**config.mk**
```make
export PLATFORM = sky130hd
export DESIGN_NAME = instr_fetch_unit
export DESIGN_NICKNAME = d
export VERILOG_FILES = /design/src/rtl/risc16_pkg.sv /design/src/rtl/ifu_fifo.sv /design/src/rtl/instr_fetch_unit.sv
export SDC_FILE = /design/constraint.sdc
export NUM_CORES = 1
export LEC_CHECK = 0
export CORE_ASPECT_RATIO = 1.4
export CORE_UTILIZATION = 40
export CTS_BUF_LIST = sky130_fd_sc_hd__clkbuf_8
export DETAILED_ROUTE_END_ITERATION = 16
export SLEW_MARGIN = 15
export SYNTH_ARGS = -nofsm -noshare
export SYNTH_HDL_FRONTEND = slang
export SYNTH_SLANG_ARGS = --single-unit
```
**constraint.sdc**
```tcl
create_clock -name clk -period 3.5 [get_ports clk]
set_clock_uncertainty 0.15 [all_clocks]
set_input_delay 0.35 -clock clk [delete_from_list [all_inputs] [get_ports clk]]
set_output_delay 0.35 -clock clk [all_outputs]
set_load 0.005 [all_outputs]
```
**src/rtl/risc16_pkg.sv**
```systemverilog
// Shared types and constants for the risc16 fetch path: word width, PC step,
// fetch-state encoding and the prefetch-queue entry layout.
package risc16_pkg;

  localparam int WORD_W = 16;
  localparam logic [WORD_W-1:0] PC_STEP = 16'd2;

  typedef enum logic [1:0] {
    FS_IDLE = 2'd0,
    FS_WAIT = 2'd1,
    FS_DROP = 2'd2
  } fetch_state_e;

  typedef struct packed {
    logic [WORD_W-1:0] pc;
    logic [WORD_W-1:0] instr;
  } ifq_entry_t;

  localparam int ENTRY_W = $bits(ifq_entry_t);

  // Instructions are halfword aligned; the low address bit is never meaningful.
  function automatic logic [WORD_W-1:0] align_pc(input logic [WORD_W-1:0] pc);
    return pc & 16'hFFFE;
  endfunction

endpackage

```
**src/rtl/ifu_fifo.sv**
```systemverilog
// Prefetch queue for the fetch unit: DEPTH entries (power of two), flush has
// priority over push/pop, head entry presented combinationally on rdata.
module ifu_fifo
  import risc16_pkg::*;
#(
  parameter int DEPTH = 2
) (
  input  logic                     clk,
  input  logic                     rst,
  input  logic                     push,
  input  logic                     pop,
  input  logic                     flush,
  input  logic [ENTRY_W-1:0]       wdata,
  output logic [ENTRY_W-1:0]       rdata,
  output logic                     full,
  output logic                     empty,
  output logic [$clog2(DEPTH):0]   count
);

  localparam int PTR_W = $clog2(DEPTH);

  logic [ENTRY_W-1:0] mem_q [DEPTH];
  logic [PTR_W-1:0]   wr_ptr_q, wr_ptr_d;
  logic [PTR_W-1:0]   rd_ptr_q, rd_ptr_d;
  logic [PTR_W:0]     count_q, count_d;
  logic               do_push, do_pop;

  assign empty   = (count_q == '0);
  assign full    = (count_q == (PTR_W+1)'(DEPTH));
  assign count   = count_q;
  assign rdata   = mem_q[rd_ptr_q];
  assign do_pop  = pop & ~empty;
  assign do_push = push & (~full | do_pop);

  always_comb begin
    wr_ptr_d = wr_ptr_q;
    rd_ptr_d = rd_ptr_q;
    count_d  = count_q;
    if (flush) begin
      wr_ptr_d = '0;
      rd_ptr_d = '0;
      count_d  = '0;
    end else begin
      if (do_push) wr_ptr_d = wr_ptr_q + 1'b1;
      if (do_pop)  rd_ptr_d = rd_ptr_q + 1'b1;
      case ({do_push, do_pop})
        2'b10:   count_d = count_q + 1'b1;
        2'b01:   count_d = count_q - 1'b1;
        default: count_d = count_q;
      endcase
    end
  end

  always_ff @(posedge clk) begin
    if (rst) begin
      wr_ptr_q <= '0;
      rd_ptr_q <= '0;
      count_q  <= '0;
    end else begin
      wr_ptr_q <= wr_ptr_d;
      rd_ptr_q <= rd_ptr_d;
      count_q  <= count_d;
    end
  end

  always_ff @(posedge clk) begin
    if (do_push && !flush) mem_q[wr_ptr_q] <= wdata;
  end

endmodule

```
**src/rtl/instr_fetch_unit.sv**
```systemverilog
// Instruction fetch unit: one outstanding imem request feeding a prefetch queue,
// with redirect/flush. Optional stall counter under IFU_STALL_CNT_EN.
module instr_fetch_unit
  import risc16_pkg::*;
#(
  parameter logic [15:0] RESET_PC   = 16'h0000,
  parameter int          FIFO_DEPTH = 2
) (
  input  logic                          clk,
  input  logic                          rst,
  input  logic                          redirect_valid,
  input  logic [15:0]                   redirect_pc,
  output logic                          imem_req,
  output logic [15:0]                   imem_addr,
  input  logic                          imem_ack,
  input  logic [15:0]                   imem_rdata,
  output logic                          instr_valid,
  output logic [15:0]                   instr,
  output logic [15:0]                   instr_pc,
  input  logic                          instr_ready,
`ifdef IFU_STALL_CNT_EN
  output logic [15:0]                   stall_cnt,
`endif
  output logic [1:0]                    dbg_state,
  output logic [$clog2(FIFO_DEPTH):0]   dbg_count
);

  localparam logic [1:0] S_IDLE = FS_IDLE;
  localparam logic [1:0] S_WAIT = FS_WAIT;
  localparam logic [1:0] S_DROP = FS_DROP;

  // Handshakes: imem_req stays high with imem_addr fixed until the cycle imem_ack
  // is seen (ack may coincide with the issuing cycle); the queue head moves on
  // a cycle where instr_valid & instr_ready are both high.
  logic [1:0]          state_q, state_d;
  logic [15:0]         fetch_pc_q, fetch_pc_d;
  logic [15:0]         req_addr_q, req_addr_d;
  logic                push_w, pop_w;
  logic                fifo_full, fifo_empty;
  logic [ENTRY_W-1:0]  fifo_wdata, fifo_rdata;
  ifq_entry_t          head;

  always_comb begin
    state_d    = state_q;
    fetch_pc_d = fetch_pc_q;
    req_addr_d = req_addr_q;
    imem_req   = 1'b0;
    imem_addr  = fetch_pc_q;
    push_w     = 1'b0;
    case (state_q)
      S_IDLE: begin
        if (!redirect_valid && !fifo_full) begin
          imem_req   = 1'b1;
          req_addr_d = fetch_pc_q;
          if (imem_ack) begin
            push_w     = 1'b1;
            fetch_pc_d = fetch_pc_q + PC_STEP;
          end else begin
            state_d = S_WAIT;
          end
        end
      end
      S_WAIT: begin
        imem_req  = 1'b1;
        imem_addr = req_addr_q;
        if (imem_ack) begin
          state_d = S_IDLE;
          if (!redirect_valid) begin
            push_w     = 1'b1;
            fetch_pc_d = fetch_pc_q + PC_STEP;
          end
        end else if (redirect_valid) begin
          state_d = S_DROP;
        end
      end
      S_DROP: begin
        imem_req  = 1'b1;
        imem_addr = req_addr_q;
        if (imem_ack) state_d = S_IDLE;
      end
      default: state_d = S_IDLE;
    endcase
    if (redirect_valid) fetch_pc_d = align_pc(redirect_pc);
    // A request in flight at reset is abandoned; nothing is driven or accepted.
    if (rst) begin
      imem_req = 1'b0;
      push_w   = 1'b0;
    end
  end

  always_ff @(posedge clk) begin
    if (rst) begin
      state_q    <= S_IDLE;
      fetch_pc_q <= align_pc(RESET_PC);
      req_addr_q <= '0;
    end else begin
      state_q    <= state_d;
      fetch_pc_q <= fetch_pc_d;
      req_addr_q <= req_addr_d;
    end
  end

  assign fifo_wdata = {fetch_pc_q, imem_rdata};
  assign pop_w      = instr_valid & instr_ready & ~redirect_valid;

  ifu_fifo #(.DEPTH(FIFO_DEPTH)) u_fifo (
    .clk   (clk),
    .rst   (rst),
    .push  (push_w),
    .pop   (pop_w),
    .flush (redirect_valid),
    .wdata (fifo_wdata),
    .rdata (fifo_rdata),
    .full  (fifo_full),
    .empty (fifo_empty),
    .count (dbg_count)
  );

  assign head        = ifq_entry_t'(fifo_rdata);
  assign instr_valid = ~fifo_empty;
  assign instr       = fifo_empty ? 16'h0000 : head.instr;
  assign instr_pc    = fifo_empty ? 16'h0000 : head.pc;
  assign dbg_state   = state_q;

`ifdef IFU_STALL_CNT_EN
  logic [15:0] stall_cnt_q;

  always_ff @(posedge clk) begin
    if (rst) begin
      stall_cnt_q <= '0;
    end else if (!instr_valid && stall_cnt_q != 16'hFFFF) begin
      stall_cnt_q <= stall_cnt_q + 16'd1;
    end
  end

  assign stall_cnt = stall_cnt_q;
`endif

endmodule

```
; ---- After elaboration in Yosys (flattened, before gate mapping)
; Memory sizes are Yosys's and may differ from the RTL's. A register that Yosys moved wholly into a read port is not among the register bits.
; Index checks and enable logic that the tools add are counted.
[totals]
register_bits = 38
ram_bits = 64
input_bits = 37
output_inout_bits = 54
wordCells = 73
mem_count = 1
[op_classes]
addsub = 5
eq_ne = 10
mux = 27
bitwise = 8
n_reduce_logical = 15
[mem_list]
columns = memory, depth, width, read_ports, rd_ports_with_merged_regs, wr, line_no
row1 = u_fifo.mem_q, 2, 32, 1, 1, 1, ifu_fifo.sv:22  ; logic [ENTRY_W-1:0] mem_q [DEPTH];
[ops]
columns = cell, count
row1 = 16-bit two-way mux, 6
row2 = 16-bit one-hot mux with 2 select lines, 1
row3 = 16-bit by 2-bit adder with 16-bit output (second input constant), 1
row4 = 1-bit two-way mux, 11
row5 = 2-bit two-way mux, 5
row6 = 2-bit equality test (second input constant), 3
row7 = 2-bit != test (second input constant), 3
row8 = 3-bit != test (second input constant), 2
row9 = 2-bit one-hot mux with 3 select lines, 1
row10 = 2-bit AND reduction, 3
row11 = 1-bit AND, 4
row12 = 2-bit by 1-bit equality test with 1-bit output (second input constant), 2
row13 = 2-bit logical NOT, 2
row14 = 1-bit one-hot mux with 2 select lines, 2
row15 = 2-bit one-hot mux with 2 select lines, 1
row16 = 4-bit AND reduction, 1
row17 = 2-bit nonzero test, 2
row18 = 2-bit OR reduction, 2
row19 = 1-bit NOT, 3
row20 = 3-bit nonzero test, 1
row21 = 1-bit adder (second input constant), 2
row22 = 2-bit by 1-bit adder with 2-bit output (second input constant), 1
row23 = 1-bit logical AND, 2
row24 = 1-bit logical NOT, 2
row25 = other kinds (2), 2

; ---- Logic depth before layout (Yosys ltp)
; Gate-level depths: netlist of run 1.
[logic_depth]
depth_word = 10
mapped_depth = 10
ltp_nobuf = 9

; ---- By module
; From an unflattened synthesis of run 1, not the netlist that was laid out.
[unflattened]
hier_cells = 385
area_unflattened_um2 = 4571.9
[modules_own_cells]
columns = module, instances, cells_each, area_each_um2, seq_area_each_um2
row1 = ifu_fifo, 1, 129, 2570.0, 2021.9
row2 = instr_fetch_unit, 1, 256, 2001.9, 640.6

; ---- Worst setup path after synthesis of run 1
; No wires, ideal clock.
[synth_timing]
path_kind = reg-to-reg
startpoint = reg state_q[0], in the netlist dbg_state[0]
endpoint = mem u_fifo.mem_q[1][0] (netlist name), enable pin
setup_time_ps = 419
arrival_time_ps = 2321
required_time_ps = 2931
path_slack_ps = 610
stages_incl_launch_ff = 7
n_path_buf = 1
period_less_slack_ps = 2890
cell_sequence = dfxtp_1 -> inv_1 -> ha_1 -> buf_2 -> nand2_1 -> a21o_1 -> nor2_1
[synth_via]
elab_chain_cells = 7
word_cells_on_any_way = 8
cone_classes = eq/ne: 1 / mux: 4 / bitwise: 1 / reduce/logical: 2
[synth_rtl]
columns = element, line_no
row1 = from (decl), instr_fetch_unit.sv:35  ; logic [1:0] state_q, state_d;
row2 = from (signal assigned), instr_fetch_unit.sv:97  ; state_q <= state_d;
row3 = 2-bit by 1-bit equality test with 1-bit output / 2-bit logical NOT (equally long branches), instr_fetch_unit.sv:50  ; case (state_q)
row4 = 1-bit one-hot mux with 2 select lines (*), instr_fetch_unit.sv:50
row5 = 1-bit two-way mux (*), instr_fetch_unit.sv:85  ; if (rst) begin
row6 = 1-bit AND (*), ifu_fifo.sv:33  ; assign do_push = push & (~full | do_pop);
row7 = 1-bit logical AND (*), ifu_fifo.sv:67  ; if (do_push && !flush) mem_q[wr_ptr_q] <= wdata;
row8 = 1-bit two-way mux (*), ifu_fifo.sv:67
row9 = 1-bit two-way mux (implied by the code) (*), ifu_fifo.sv:67
row10 = to (decl), ifu_fifo.sv:22
; Every way passes the cells marked *; elsewhere a longest branch is shown, timed or not.

; ---- Worst setup path after layout of run 1
[layout_timing]
startpoint = reg state_q[1], in the netlist dbg_state[1]
endpoint = out imem_addr[5]
[layout_via]
elab_chain_cells = 3
word_cells_on_any_way = 4
cone_classes = eq/ne: 2 / mux: 1 / reduce/logical: 1
[layout_rtl]
columns = element, line_no
row1 = 2-bit equality test / 2-bit by 1-bit equality test with 1-bit output (equally long branches), instr_fetch_unit.sv:50
row2 = 2-bit OR reduction (no line) (*), --
row3 = 16-bit two-way mux (*), instr_fetch_unit.sv:50
row4 = to (decl), instr_fetch_unit.sv:14  ; output logic [15:0] imem_addr,
; Marked as above.

==> summary.md, run 1 <==
| Metric | Value |
|---|---|
| Via total after detailed routing | between 3000 and 4000 |
| FP Rows | between 40 and 50 |
| R2R cell count | 5 |
| WHS Path Cells | 2 |
| Gr usage total | 16.6% |
| Synth Cell Area | approximately 0.0044 sq mm |
| Worst vdd ir | 0.438 mV |
| Top-area cell type share of the netlist area | between 40% and 50% |
| Crit start category | register |
| R2r endpoint | fetch_pc_q[12]$_SDFFE_PP0P_ |
| GP Congestion | 0.782 |
| Synth top area cells | edfxtp_1 (42%), dfxtp_1 (17%), mux2i_1 (7.8%) |
| Fin nets | approximately 520 |
| Die Area | 0.0114 sq mm |
| Worst Hold End | req_addr_q[5]$_SDFFE_PP0N_ |
| Share of layout cells above drive strength 1 | 9.87% |
| Slew HR | between 50% and 60% |
| Total power | around 2.8 mW |
| Post-Syn Instances | 388 |
| Wire per inst | ~15 um |
| R2r startpoint | dbg_state[0]$_SDFFE_PP0P_ |
| Initial antenna violation count | 0 |
| Global-route wire length before repair | 14.7 mm |
| Clk root buf | clkbuf_8 |
| EDFF count, synth | between 60 and 70 |
| CP Data Required Time | 3.00 ns |
| Reg2reg setup slack | roughly 1.3 ns |
| Cts repair resizes | 0 |
| Hold Crit Start | req_addr_q[5]$_SDFFE_PP0N_ |
| Power Density | 504 mW/mm^2 |
| I/O Pins | about 90 |
| Post-CTS Setup Bufs | 0 |
| Die Width | 90.5 um |
| Leak | 1.90 nW |
| Crit. End Element | output port |
| Total wire length | 9.03 mm |
| Worst setup margin | 0.502 ns |
| Period utilization | between 80% and 90% |
| Synth async-reset ratio | 0% |
| Fin Setup TNS | 0 ns |
| Post-synth top flop | edfxtp_1 |
| H-Tree Depth | 3 |
| Starting Density | 41.7% |
| Most common cell in the netlist | edfxtp_1 |
| Cell variety after synth | 48 |
| # hold bufs at CTS | 0 |
| Status | finished, final reports clean |
| Synth warnings | 0 |
| Sequential area share after synthesis | 59.4% |
| Worst-path fanout max | 18 |
| Yosys top cell by area | edfxtp_1 |
| CTS tree | yes |
| Final Hold Violating Endpoints | 0 |
| Number of global-route vias before repair | 3028 |
| Max-Cap Viols | 0 |
| Die Ht | 126 um |
| N_diodes | 0 |
| Final min period | 3.00 ns |
| Worst Max-Slew Pin Slew | 0.692 ns |
| CTS buffer count | 9 |
| Clock tree sinks | 99 |
| 1st-iter DRT viols | 110 |
| HP Class | reg2reg |
| Pin count of the biggest net entering global routing | 38 |
| Peak Freq | 0.334 GHz |
| Dpl ws | 0.854 ns |
| Clock Path Buffers | 2 |
| Core Area | 0.0105 sq mm |
| Crit Path Class | reg2out |
| Max-slew violation total from the final report | 0 |
| Clk Latency, worst-skew pair | 0.36 ns |
| Final setup fails | 0 |
| Synthesized area per cell | 11.3 sq um |
| First-pass DRT Iterations | 4 |
| Synth top cells by count | edfxtp_1 (62), nor2_1 (52), nand2_1 (47) |
| Flops & latches, synth | 99 |
| RSZ-0062 raised after global routing | no |
| Area grow syn2layout | 28.6% |
| Worst path arrival time | 2.50 ns |
| # DRC | 0 |
| Post-DP HPWL | 6.13 mm |
| Vias/cell | 5.09 |
| Port Buffers | 87 |
| Post-detailed-route count of antenna-violating nets | 0 |
| Worst-path clk slew | 0.10 ns |
| Total congestion overflow | 0 |
[critical path, stage by stage (launching register included)]
cell and delay, ns:
dfxtp_1 0.43, inv_1 0.11, ha_1 0.73, mux2_2 0.41
clkdlybuf4s50_1 0.45
[per-layer routing]
metal,GRT usage (%),part of all wire [%]
met2,29.0,50
met4,7.97,2.2
met5,0,0
met1,19.8,43
met3,3.02,4.6
[flip-flops by register name (all words and copies together) (netlist names), named ones only]
register	count
u_fifo.count	2
req_addr_q	15
dbg_state	2
fetch_pc_q	15
u_fifo.wr_ptr_q	1
u_fifo.rd_ptr_q	1
u_fifo.mem_q	62
[cell type report]
class	count	area (sq um)
clock buffers	10	138
clock inverters	6	105
fillers	920	4880
inverters	8	30.0
multi-input cells	257	1650
flip-flops and latches	99	2600
well taps	138	173
repair buffers	96	938
[kinds of logic (layout without fill, tap and decap cells)]
logic type | Yosys count | count (layout) | share of synthesized area, %
AOI/OAI and AO/OA | 53 | 53 | 7.88
xor gates and xnor gates | 10 | 10 | 2.00
adders and majority gates | 7 | 7 | 2.00
buffers and inverters | 33 | 120 | 3.46
DFF | 99 | 99 | 59.4
muxes | 47 | 47 | 11.1
other | 1 | 2 | 0.0856
and+or+nand+nor | 138 | 138 | 14.1
[cells in the final DEF (no fill, tap or decap), types with 2 or more instances in the layout]
cell type | netlist | layout
a21oi_1 | 19 | 19
nand2b_1 | 4 | 4
nand3_1 | 6 | 6
a32o_1 | 3 | 3
dfxtp_1 | 37 | 36
and3_2 | 2 | 2
clkbuf_8 | 0 | 10
mux2i_1 | 34 | 34
nand2_1 | 47 | 47
o21ai_1 | 2 | 2
nor2_4 | 0 | 2
and3_1 | 3 | 3
o21ai_0 | 8 | 8
o41ai_1 | 2 | 2
clkdlybuf4s50_1 | 0 | 87
and4_1 | 2 | 2
nor3_1 | 9 | 9
mux2_2 | 13 | 13
ha_1 | 7 | 7
inv_1 | 7 | 9
xor2_1 | 4 | 4
a311oi_1 | 2 | 2
conb_1 | 1 | 2
bufinv_16 | 0 | 3
or3_1 | 3 | 3
xnor2_1 | 6 | 6
a211oi_1 | 7 | 7
nand4_1 | 3 | 3
buf_4 | 4 | 9
o31ai_1 | 2 | 2
nor2_1 | 52 | 49
edfxtp_1 | 62 | 62
[how the worst max path moves through the flow]
| stage | start | to | slack [ns] |
|---|---|---|---|
| global placement | redirect_valid | u_fifo.mem_q[1][5]$_DFFE_PP_ | 0.88 |
| CTS | dbg_state[0]$_SDFFE_PP0P_ | imem_addr[5] | 0.47 |
| global route | dbg_state[0]$_SDFFE_PP0P_ | imem_addr[11] | 0.38 |
| finish | dbg_state[1]$_SDFFE_PP0P_ | imem_addr[5] | 0.50 |
| floorplan | dbg_state[0]$_SDFFE_PP0P_ | u_fifo.mem_q[1][0]$_DFFE_PP_ | 0.61 |
| detailed placement | redirect_valid | u_fifo.mem_q[0][5]$_DFFE_PP_ | 0.85 |
[through the flow]
| step | cell area (sq um) | util (%) | std cells | hold WS, ns |
|---|---|---|---|---|
| 2_1_floorplan | 4390 | - | 389 | 0.283 |
| 3_3_place_gp | 5390 | 51.3 | 598 | 0.288 |
| 3_5_place_dp | 5390 | 51.3 | 598 | 0.298 |
| 4_1_cts | 5640 | 53.6 | 614 | 0.311 |
| 5_1_grt | 5640 | 53.6 | 614 | 0.329 |
| 6_report | 5640 | 53.6 | 614 | 0.308 |
[report_power, final]
| group | total [mW] | switching [mW] | internal (mW) |
|---|---|---|---|
| registers | 1.37 | 0.0588 | 1.31 |
| logic | 0.602 | 0.293 | 0.309 |
| clock network | 0.865 | 0.375 | 0.489 |
| total | 2.84 | 0.728 | 2.11 |
Note: power is estimated with default switching activity, not from simulation.
==> run 2: changes to the inputs <==
DONT_BUFFER_PORTS = 1   (was unset)
==> summary.md, run 2 (same netlist as run 1, synthesis figures left out) <==
| Metric | Value |
|---|---|
| WHS Path Cells | 2 (unchanged) |
| Area of the multi-input gates | 0.00165 sq mm (unchanged) |
| Starting Density | 41.7% (unchanged) |
| # DRC | 0 (unchanged) |
| Met2 Track Usage GR | 28.3% (-0.63 points) |
| Slew HR | 33.9% (-20 points) |
| Largest regs | u_fifo.mem_q x62, fetch_pc_q x15, req_addr_q x15 |
| Wire per inst | 16.4 um (+12%) |
| Sw Pwr | 0.707 mW (-2.8%) |
| Met3 usage | 4.23% (+1.2 points) |
| Register area | 0.00260 sq mm (unchanged) |
| Power Density | 513 mW/mm^2 (+1.8%) |
| Worst vdd ir | 0.401 mV (-8.4%) |
| CTS tree | yes |
| Biggest register | u_fifo.mem_q |
| Clk root buf | clkbuf_8 |
| Total wire length | 9.03 mm (unchanged) |
| HP Class | in2reg |
| Global-route wire length before repair | 14.6 mm (-0.98%) |
| N_diodes | 0 (unchanged) |
| Int Pwr | 1.84 mW (-13%) |
| Final min period | 2.57 ns (-0.430 ns) |
| Peak Freq | 0.389 GHz (+17%) |
| GP Congestion | 0.753 (-3.7%) |
| Initial antenna violation count | 0 (unchanged) |
| Crit start category | register |
| Fin nets | 450 (-13%) |
| Sw Ratio | 27.8% (+2.2 points) |
| Worst-path clk slew | 0.09 ns (about the same) |
| Dpl ws | 1.28 ns (+0.428 ns) |
| Leading cell types in the layout, fill and taps excluded | edfxtp_1 (62), nor2_1 (49), nand2_1 (47), dfxtp_1 (36), mux2i_1 (34) |
| Most common cell after layout, fill and taps aside | edfxtp_1 |
| Core Area | 0.0105 sq mm (unchanged) |
| Clock Path Buffers | 2 (unchanged) |
| Max reg flops | 62 (unchanged) |
| Final setup fails | 0 (unchanged) |
| Die Width | 90.5 um (unchanged) |
| Number of global-route vias before repair | 2769 (-8.6%) |
| Share of layout cells above drive strength 1 | 10.5% (+0.59 points) |
| Via total after detailed routing | 2900 (-7.2%) |
| Clk Latency, worst-skew pair | 0.36 ns (about the same) |
| Clock power share | 27.9% (-2.5 points) |
| H-Tree Depth | 3 (unchanged) |
| # hold bufs at CTS | 27 (+27) |
| Cts repair resizes | 0 (unchanged) |
| Global routing's busiest layer | met2 |
| Total power | 2.54 mW (-10%) |
| Met1 Track Usage GR | 19.7% (-0.13 points) |
| Gr usage total | 16.6% (about the same) |
| CTS buffer count | 9 (unchanged) |
| Port Buffers | 0 (-100%) |
| Area grow syn2layout | 13.1% |
| Worst Max-Slew Pin Slew | 0.992 ns (+0.300 ns) |
| Total congestion overflow | 0 (unchanged) |
| Crit. End Element | output port |
| 1st-iter DRT viols | 104 (-5.5%) |
| CP Data Required Time | 3.00 ns (about the same) |
| Worst path arrival time | 2.07 ns (-0.43 ns) |
| Worst setup margin | 0.932 ns (+0.430 ns) |
| Die Ht | 126 um (unchanged) |
| Max-slew violation total from the final report | 0 (unchanged) |
| Crit Path Class | reg2out |
| Fraction of power consumed by sequential logic | 54.1% (+5.7 points) |
| Pin count of the biggest net entering global routing | 33 (-13%) |
| Post-DP HPWL | 5.90 mm (-3.8%) |
| FILL cells | 981 (+6.6%) |
| Post-detailed-route count of antenna-violating nets | 0 (unchanged) |
| Max-Cap Viols | 0 (unchanged) |
| FP Rows | 44 (unchanged) |
| Vias/cell | 5.28 (+3.8%) |
| Post-CTS Setup Bufs | 0 (unchanged) |
| R2R cell count | 6 (+1) |
| Leak | 1.65 nW (-13%) |
| Fin Setup TNS | 0 ns (unchanged) |
| Clock tree sinks | 99 (unchanged) |
| Gate power share | 18.0% (-3.2 points) |
| Final Hold Violating Endpoints | 0 (unchanged) |
| Die Area | 0.0114 sq mm (unchanged) |
| Period utilization | 73.4% (-12 points) |
| Status | finished, final reports clean |
| Worst-path fanout max | 16 (-2) |
| I/O Pins | 91 (unchanged) |
| First-pass DRT Iterations | 6 (+2) |
| RSZ-0062 raised after global routing | no |
run 2: area by class of cell:
| cell class | instances | area share (%) |
|---|---|---|
| Multi-Input combinational cell | 257 | 33.3 |
| Clock buffer | 9 | 2.50 |
| Inverter | 8 | 0.606 |
| Clock inverter | 7 | 1.36 |
| Timing Repair Buffer | 31 | 6.26 |
| Sequential cell | 99 | 52.5 |
| Tap cell | 138 | 3.48 |
run 2: path summary, 6_finish.rpt:
path / end / slack (ns) / start
setup / recovery: imem_req / 0.93 / dbg_state[0]$_SDFFE_PP0P_
hold / removal: dbg_state[0]$_SDFFE_PP0P_ / 0.03 / rst
setup reg to reg: u_fifo.mem_q[1][14]$_DFFE_PP_ / 1.30 / dbg_state[0]$_SDFFE_PP0P_
hold reg to reg: req_addr_q[6]$_SDFFE_PP0N_ / 0.31 / req_addr_q[6]$_SDFFE_PP0N_
run 2: stage by stage:
stage	cell area, sq um	instances	util, %	hold slack [ns]
2_1_floorplan	4390	389	-	0.283
3_3_place_gp	4490	506	42.7	0.273
3_5_place_dp	4490	506	42.7	0.274
4_1_cts	4960	549	47.1	0.00860
5_1_grt	4960	549	47.1	0.00501
6_report	4960	549	47.1	0.0290
run 2: power groups by stage:
stage / Clock [mW] / Combinational (mW) / Sequential (mW)
after global routing: 0.782 / 0.510 / 1.39
after detailed placement: 0 / 0.427 / 1.40
after CTS: 0.742 / 0.464 / 1.38
after global placement: 0 / 0.414 / 1.40
final: 0.710 / 0.457 / 1.38
after floorplan: 0 / 0.362 / 1.38
run 2: worst max-delay path: stages (launching register included):
cell and delay, ns:
dfxtp_1 0.37, inv_1 0.12, ha_1 0.33, and3_1 0.58, nor2_1 0.09, nor3_1 0.22
run 2: routing by layer:
layer | vias up | routed length, um
li1 | 1417 | -
met1 | 1398 | 3840
met2 | 75 | 4620
met3 | 10 | 396
met4 | 0 | 165
met5 | - | 0
